File: config.mk
export PLATFORM = sky130hd
export DESIGN_NAME = chip_bank
export DESIGN_NICKNAME = d
export VERILOG_FILES = /design/src/rtl/blackjack_pkg.sv /design/src/rtl/bank_payout_calc.sv /design/src/rtl/chip_bank.sv
export SDC_FILE = /design/constraint.sdc
export NUM_CORES = 1
export LEC_CHECK = 0
export ABC_AREA = 1
export CAP_MARGIN = 25
export CORE_UTILIZATION = 40
export DETAILED_ROUTE_END_ITERATION = 10
export PLACE_DENSITY = 0.58
export RECOVER_POWER = 50
export SETUP_SLACK_MARGIN = 0.4
export SLEW_MARGIN = 5
export SYNTH_ARGS = -nofsm -noshare
export SYNTH_HDL_FRONTEND = slang
export SYNTH_SLANG_ARGS = --single-unit
File: constraint.sdc
create_clock -name clk -period 15.4 [get_ports clk]
set_clock_uncertainty 0.1 [all_clocks]
set_input_delay 2.31 -clock clk [delete_from_list [all_inputs] [get_ports clk]]
set_output_delay 2.31 -clock clk [all_outputs]
set_load 0.01 [all_outputs]
File: src/rtl/blackjack_pkg.sv
// Shared blackjack definitions: result codes, chip-bank state encodings, chip-value width.
// Latency: n/a (types and constants only).
// Backpressure: n/a.
package blackjack_pkg;

    localparam int CHIP_W = 16;

    typedef enum logic [2:0] {
        RES_LOSE      = 3'd0,
        RES_PUSH      = 3'd1,
        RES_WIN       = 3'd2,
        RES_BLACKJACK = 3'd3
    } result_t;

    typedef enum logic [1:0] {
        ST_BET    = 2'd0,
        ST_HAND   = 2'd1,
        ST_SETTLE = 2'd2,
        ST_BROKE  = 2'd3
    } bank_state_t;

endpackage

File: src/rtl/bank_payout_calc.sv
// Payout for a finished hand: credit returned to the balance for a given stake and result code.
// Latency: combinational.
// Backpressure: none.
module bank_payout_calc
    import blackjack_pkg::*;
(
    input  logic [CHIP_W-1:0] stake,
    input  logic [2:0]        result,
    output logic [CHIP_W:0]   credit
);

    logic [CHIP_W:0] stake_x2;
    logic [CHIP_W:0] stake_half;

    assign stake_x2   = {stake, 1'b0};
    assign stake_half = {2'b00, stake[CHIP_W-1:1]};

    always_comb begin
        credit = {1'b0, stake};
        case (result)
            RES_LOSE:      credit = '0;
            RES_WIN:       credit = stake_x2;
            RES_BLACKJACK: credit = stake_x2 + stake_half;
            default:       credit = {1'b0, stake};   // PUSH and the unused codes 4-7
        endcase
    end

endmodule

File: src/rtl/chip_bank.sv
// Player chip bank: bet selection, stake lock on deal, settlement; doubling under CHIP_BANK_DOUBLE_EN.
// Latency: deal_req -> balance 1 cycle; result_valid -> balance 2 cycles.
// Backpressure: none; pulses arriving in a state that cannot use them are dropped.
module chip_bank
    import blackjack_pkg::*;
#(
    parameter int START_BALANCE = 100,
    parameter int MAX_BALANCE   = 9999,
    parameter int MIN_BET       = 5,
    parameter int BET_STEP      = 5
) (
    input  logic              clk,
    input  logic              rst,
    input  logic              bet_up,
    input  logic              bet_down,
    input  logic              deal_req,
    input  logic              double_req,
    input  logic              result_valid,
    input  logic [2:0]        result,
    output logic [CHIP_W-1:0] balance,
    output logic [CHIP_W-1:0] bet,
    output logic              deal_ok,
    output logic              busy,
    output logic              broke
);

    typedef logic [CHIP_W+1:0] wide_t;

    localparam wide_t MIN_W  = wide_t'(MIN_BET);
    localparam wide_t MAX_W  = wide_t'(MAX_BALANCE);
    localparam wide_t STEP_W = wide_t'(BET_STEP);
    localparam logic [CHIP_W-1:0] MIN_BET_V = MIN_BET[CHIP_W-1:0];
    localparam logic [CHIP_W-1:0] START_V   = START_BALANCE[CHIP_W-1:0];

    bank_state_t       state, state_nxt;
    logic [CHIP_W-1:0] balance_q, bet_q, stake_q;
    logic [2:0]        res_q;
    logic              deal_ok_q;
    logic [CHIP_W:0]   credit;
    wide_t             settle_sum, settle_bal, bet_up_v;
    logic              deal_acc, settle_low, up_ok, dn_ok;

    bank_payout_calc u_payout (
        .stake  (stake_q),
        .result (res_q),
        .credit (credit)
    );

    assign deal_acc   = (state == ST_BET) && deal_req &&
                        (wide_t'(bet_q) >= MIN_W) && (bet_q <= balance_q);
    // 18-bit sum: 9999 + 2.5 * 9999 cannot wrap before the ceiling is applied
    assign settle_sum = wide_t'(balance_q) + wide_t'(credit);
    assign settle_bal = (settle_sum > MAX_W) ? MAX_W : settle_sum;
    assign settle_low = settle_bal < MIN_W;
    assign bet_up_v   = wide_t'(bet_q) + STEP_W;
    assign up_ok      = (bet_up_v <= wide_t'(balance_q)) && (bet_up_v <= MAX_W);
    assign dn_ok      = wide_t'(bet_q) >= (MIN_W + STEP_W);

`ifdef CHIP_BANK_DOUBLE_EN
    logic doubled_q;
    logic dbl_acc;
    // result_valid wins: the hand settles on the undoubled stake
    assign dbl_acc = (state == ST_HAND) && double_req && !result_valid &&
                     !doubled_q && (balance_q >= stake_q);
`else
    logic unused_double;
    assign unused_double = double_req;
`endif

    always_ff @(posedge clk) begin
        if (rst) state <= ST_BET;
        else     state <= state_nxt;
    end

    always_comb begin
        state_nxt = state;
        case (state)
            ST_BET:    if (deal_acc) state_nxt = ST_HAND;
            ST_HAND:   if (result_valid) state_nxt = ST_SETTLE;
            ST_SETTLE: state_nxt = settle_low ? ST_BROKE : ST_BET;
            default:   state_nxt = ST_BROKE;
        endcase
    end

    always_comb begin
        busy    = (state == ST_HAND) || (state == ST_SETTLE);
        broke   = (state == ST_BROKE);
        bet     = busy ? stake_q : bet_q;
        balance = balance_q;
        deal_ok = deal_ok_q;
    end

    always_ff @(posedge clk) begin
        if (rst) begin
            balance_q <= START_V;
            bet_q     <= MIN_BET_V;
            stake_q   <= '0;
            res_q     <= '0;
            deal_ok_q <= 1'b0;
`ifdef CHIP_BANK_DOUBLE_EN
            doubled_q <= 1'b0;
`endif
        end else begin
            deal_ok_q <= 1'b0;
            case (state)
                ST_BET: begin
                    if (deal_acc) begin
                        stake_q   <= bet_q;
                        balance_q <= balance_q - bet_q;
                        deal_ok_q <= 1'b1;
`ifdef CHIP_BANK_DOUBLE_EN
                        doubled_q <= 1'b0;
`endif
                    end else if (bet_up && !bet_down && up_ok) begin
                        bet_q <= bet_up_v[CHIP_W-1:0];
                    end else if (bet_down && !bet_up && dn_ok) begin
                        bet_q <= bet_q - STEP_W[CHIP_W-1:0];
                    end
                end
                ST_HAND: begin
                    if (result_valid) res_q <= result;
`ifdef CHIP_BANK_DOUBLE_EN
                    if (dbl_acc) begin
                        balance_q <= balance_q - stake_q;
                        stake_q   <= {stake_q[CHIP_W-2:0], 1'b0};
                        doubled_q <= 1'b1;
                    end
`endif
                end
                ST_SETTLE: begin
                    balance_q <= settle_bal[CHIP_W-1:0];
                    stake_q   <= '0;
                    if (!settle_low && (wide_t'(bet_q) > settle_bal)) bet_q <= MIN_BET_V;
                end
                default: ;
            endcase
        end
    end

endmodule

==> results.txt <==
The final layout contains routed wiring with a total length of ~23000 um. The netlist uses 49 different library cells. The worst path needs slightly below 7 ns of the cycle, external delays included. The area share of the largest cell type after synthesis came out at approximately 16%.

At the end of the flow, the number of nets in the layout was ~1300. The initial antenna violation count came out at 0. For the worst setup path, the data required time is approximately 16 ns. The total power came out at approximately 1.4 mW. Setup repair after global routing left no endpoint under its margin. The number of synthesized flops with an enable pin came out at 0. The number of max-cap violations came out at 0.

The share of final-layout standard cells stronger than drive strength 1 came out at 3.99%. The worst max-slew margin expressed relative to the limit came out at 6.23%. The number of gates resized after CTS came out at 0.

The count of yosys warnings during synthesis is 0. For the worst-skew pair, the clock arrives at the later sink with an insertion delay of ~0.31 ns. The final-layout worst hold slack came out at about 0.40 ns.

STA classifies the critical path startpoint as a register. The post-placement setup slack came out at between 8 and 9 ns. The final cell count without fillers came out at about 1400.

Timing would allow up to around 150 MHz. The most numerous cell type found on the critical path is nand2_1. The power density over cell area came out at ~190 nW/um2. TritonCTS built the clock tree.

After routing the design area is 7700 um2. For the pin with the worst max-slew slack, the measured transition is between 1 and 1.5 ns. The global placement routability congestion came out at slightly above 0.9.

For this design, the slowest cell found on the critical path is nand3_2. The maximum fanout along the worst path came out at 30. The count of placed standard cells including taps is around 1400.

The run finished with clean final reports. The average wire per standard cell came out at between 15 and 20 um. The sum of overflow across all layers after global routing is 0. The maximum level of the CTS H-tree is 2. The async set or reset register ratio after synthesis is 0%. Counting along the longest clock path gives a buffer depth of 2.

The total inserted antenna cells is 0. The type of element capturing the critical path is a register. The cell count after synthesis came out at ~1200. Global routing used between 20% and 30% of the available tracks.

The most used flip-flop cell after synthesis is dfxtp_1. The mapped netlist covers around 7000 um2. The floorplan step defined a die boundary enclosing roughly 18000 um2. The floorplan step set the die width to roughly 130 um.

The root cell of the clock tree is clkbuf_16. The maximum vdd ir drop came out at 0.0000785 V. In this run the core area contains 47 standard-cell rows. The final period utilization came out at between 40% and 50%.

Clock tree synthesis found a total of 54 sinks. Sequential cells were found to cover around 15% of the synthesized design area. In the layout the commonest cells are nand2_1, inv_1, a21oi_1. The detailed placement HPWL came out at 18300 um.

The number of global-route vias before repair came out at between 6000 and 7000. After clock tree synthesis, the clock-pin slew on the worst setup and hold paths is ~0.070 ns. For this run, design rule violations remaining after detail routing come to 0. Measured along the y axis, the die boundary spans ~130 um.

The total number of vias came out at around 7500. The count of input and output buffers came out at 43. The layout overhead on the synthesized area came out at 10.1%. The area of the placeable core is around 17000 um2.

In this run, post-CTS hold repair placed 0 buffers. The arrival time reported for the critical path endpoint came out at around 7 ns. Leaving out fill and tap cells, the most frequent cell in the layout is nand2_1. The number of hold-slack violations in the final timing report is 0. The detailed-router iteration count before antenna repair is 7.

The setup total negative slack is 0 ns. The final number of max-transition violations is 0. Of all cell types, the one taking the most synthesized area is nand2_1. The post-layout worst setup margin came out at just under 9 ns. The first routing iteration left 521 violations. The placed instance area is about 7600 um2. In this run the static leakage power is roughly 3.8 nW.

The class of the tightest hold or removal check is reg -> reg. Counting flops and latches in the post-synthesis netlist gives 54. The average vias per placed instance came out at between 5 and 6.

The fraction of the core area covered by cells at the end of the flow came out at roughly 46%. The maximum number of pins on one net before global-route repair is 34. The wire length of the first global-routing pass came out at about 36000 um. After synthesis, the mean cell area works out to roughly 6 um2. The biggest cell delay along the critical path is ~0.47 ns. In this run the remaining antenna-violating nets after routing total 0. The critical path is of the reg -> reg type. The initial core utilization is roughly two fifths. The buffers inserted during post-CTS setup optimization came out at 0.

The number of buffers inserted during clock tree synthesis came out at 5. By area the synthesized netlist is led by nand2_1, dfxtp_1, ha_1. The number of endpoints failing setup at the final stage came out at 0. between 40 and 50 I/O pins were placed.
==> critical path: cells and delay by family (launching register included) <==
family	cells	cell delay, ns
flops	1	0.45
fa+ha+maj	4	1.28
compound gates	11	1.61
simple gates	27	2.82
buf+inv	5	0.39
==> metal layers <==
layer / track usage [%] / vias up / wire, um
met1: 37.0 / 3398 / 11100
met3: 2.15 / 31 / 1060
met5: 0 / - / 0
met2: 42.4 / 182 / 10600
li1: - / 3844 / -
met4: 8.24 / 0 / 554
==> cells in the mapped netlist (4+ instances only) <==
master	n
dfxtp_1	54
o21bai_1	6
clkinv_1	4
or2_2	6
xor2_1	33
nand3b_1	6
inv_2	6
buf_2	12
a31oi_1	4
o21ai_1	4
o211ai_1	9
nor2_2	5
nand2_1	296
nand4_1	18
ha_1	86
nor2_1	102
inv_1	152
nand2_2	9
clkbuf_1	17
nor3_1	14
xnor2_1	5
nand3_1	64
a211oi_1	14
nor4_1	6
nand3_2	5
o21ai_0	66
a21oi_1	109
==> final cells by class <==
type                    instances  area (um2)
inverters                     163         614
well taps                     220         275
clock inverters                 2        16.3
flip-flops and latches         54        1080
clock buffers                   6         139
repair buffers                 48         457
multi-input cells             904        5120
fillers                      1890        9120
==> worst paths after layout <==
path / startpoint / to / slack (ns) / cells after the start
hold reg to reg: res_q[2] / res_q[2] / 0.40 / 2
setup / recovery: stake_q[2] / bet_q[10] / 8.64 / 47
setup reg to reg: stake_q[2] / bet_q[10] / 8.64 / 47
hold / removal: res_q[2] / res_q[2] / 0.40 / 2
==> logic make-up (layout without fill, tap and decap cells) <==
| logic type | count (synthesis) | after routing | share of synthesized area (%) |
|---|---|---|---|
| flip-flops | 54 | 54 | 15.5 |
| XOR/XNOR | 38 | 38 | 4.76 |
| other | 1 | 2 | 0.0536 |
| buffers and inverters | 197 | 219 | 11.3 |
| AND/OR/NAND/NOR | 542 | 542 | 33.5 |
| adder cells (fa/ha/maj) | 89 | 89 | 16.2 |
| multiplexers | 1 | 1 | 0.143 |
| AO/OA/AOI/OAI | 232 | 232 | 18.5 |
==> registers in the layout, indices dropped and copies added (netlist names) <==
| signal | count |
|---|---|
| res_q | 3 |
| balance | 16 |
| bet_q | 16 |
| deal_ok | 1 |
| state | 2 |
| stake_q | 16 |
==> report_power, final <==
group	switching, mW	internal, mW	total, mW
Clock	0.0594	0.0656	0.125
Combinational	0.680	0.386	1.07
Sequential	0.0811	0.176	0.257
Total	0.820	0.628	1.45
Note: power is estimated with default switching activity, not from simulation.
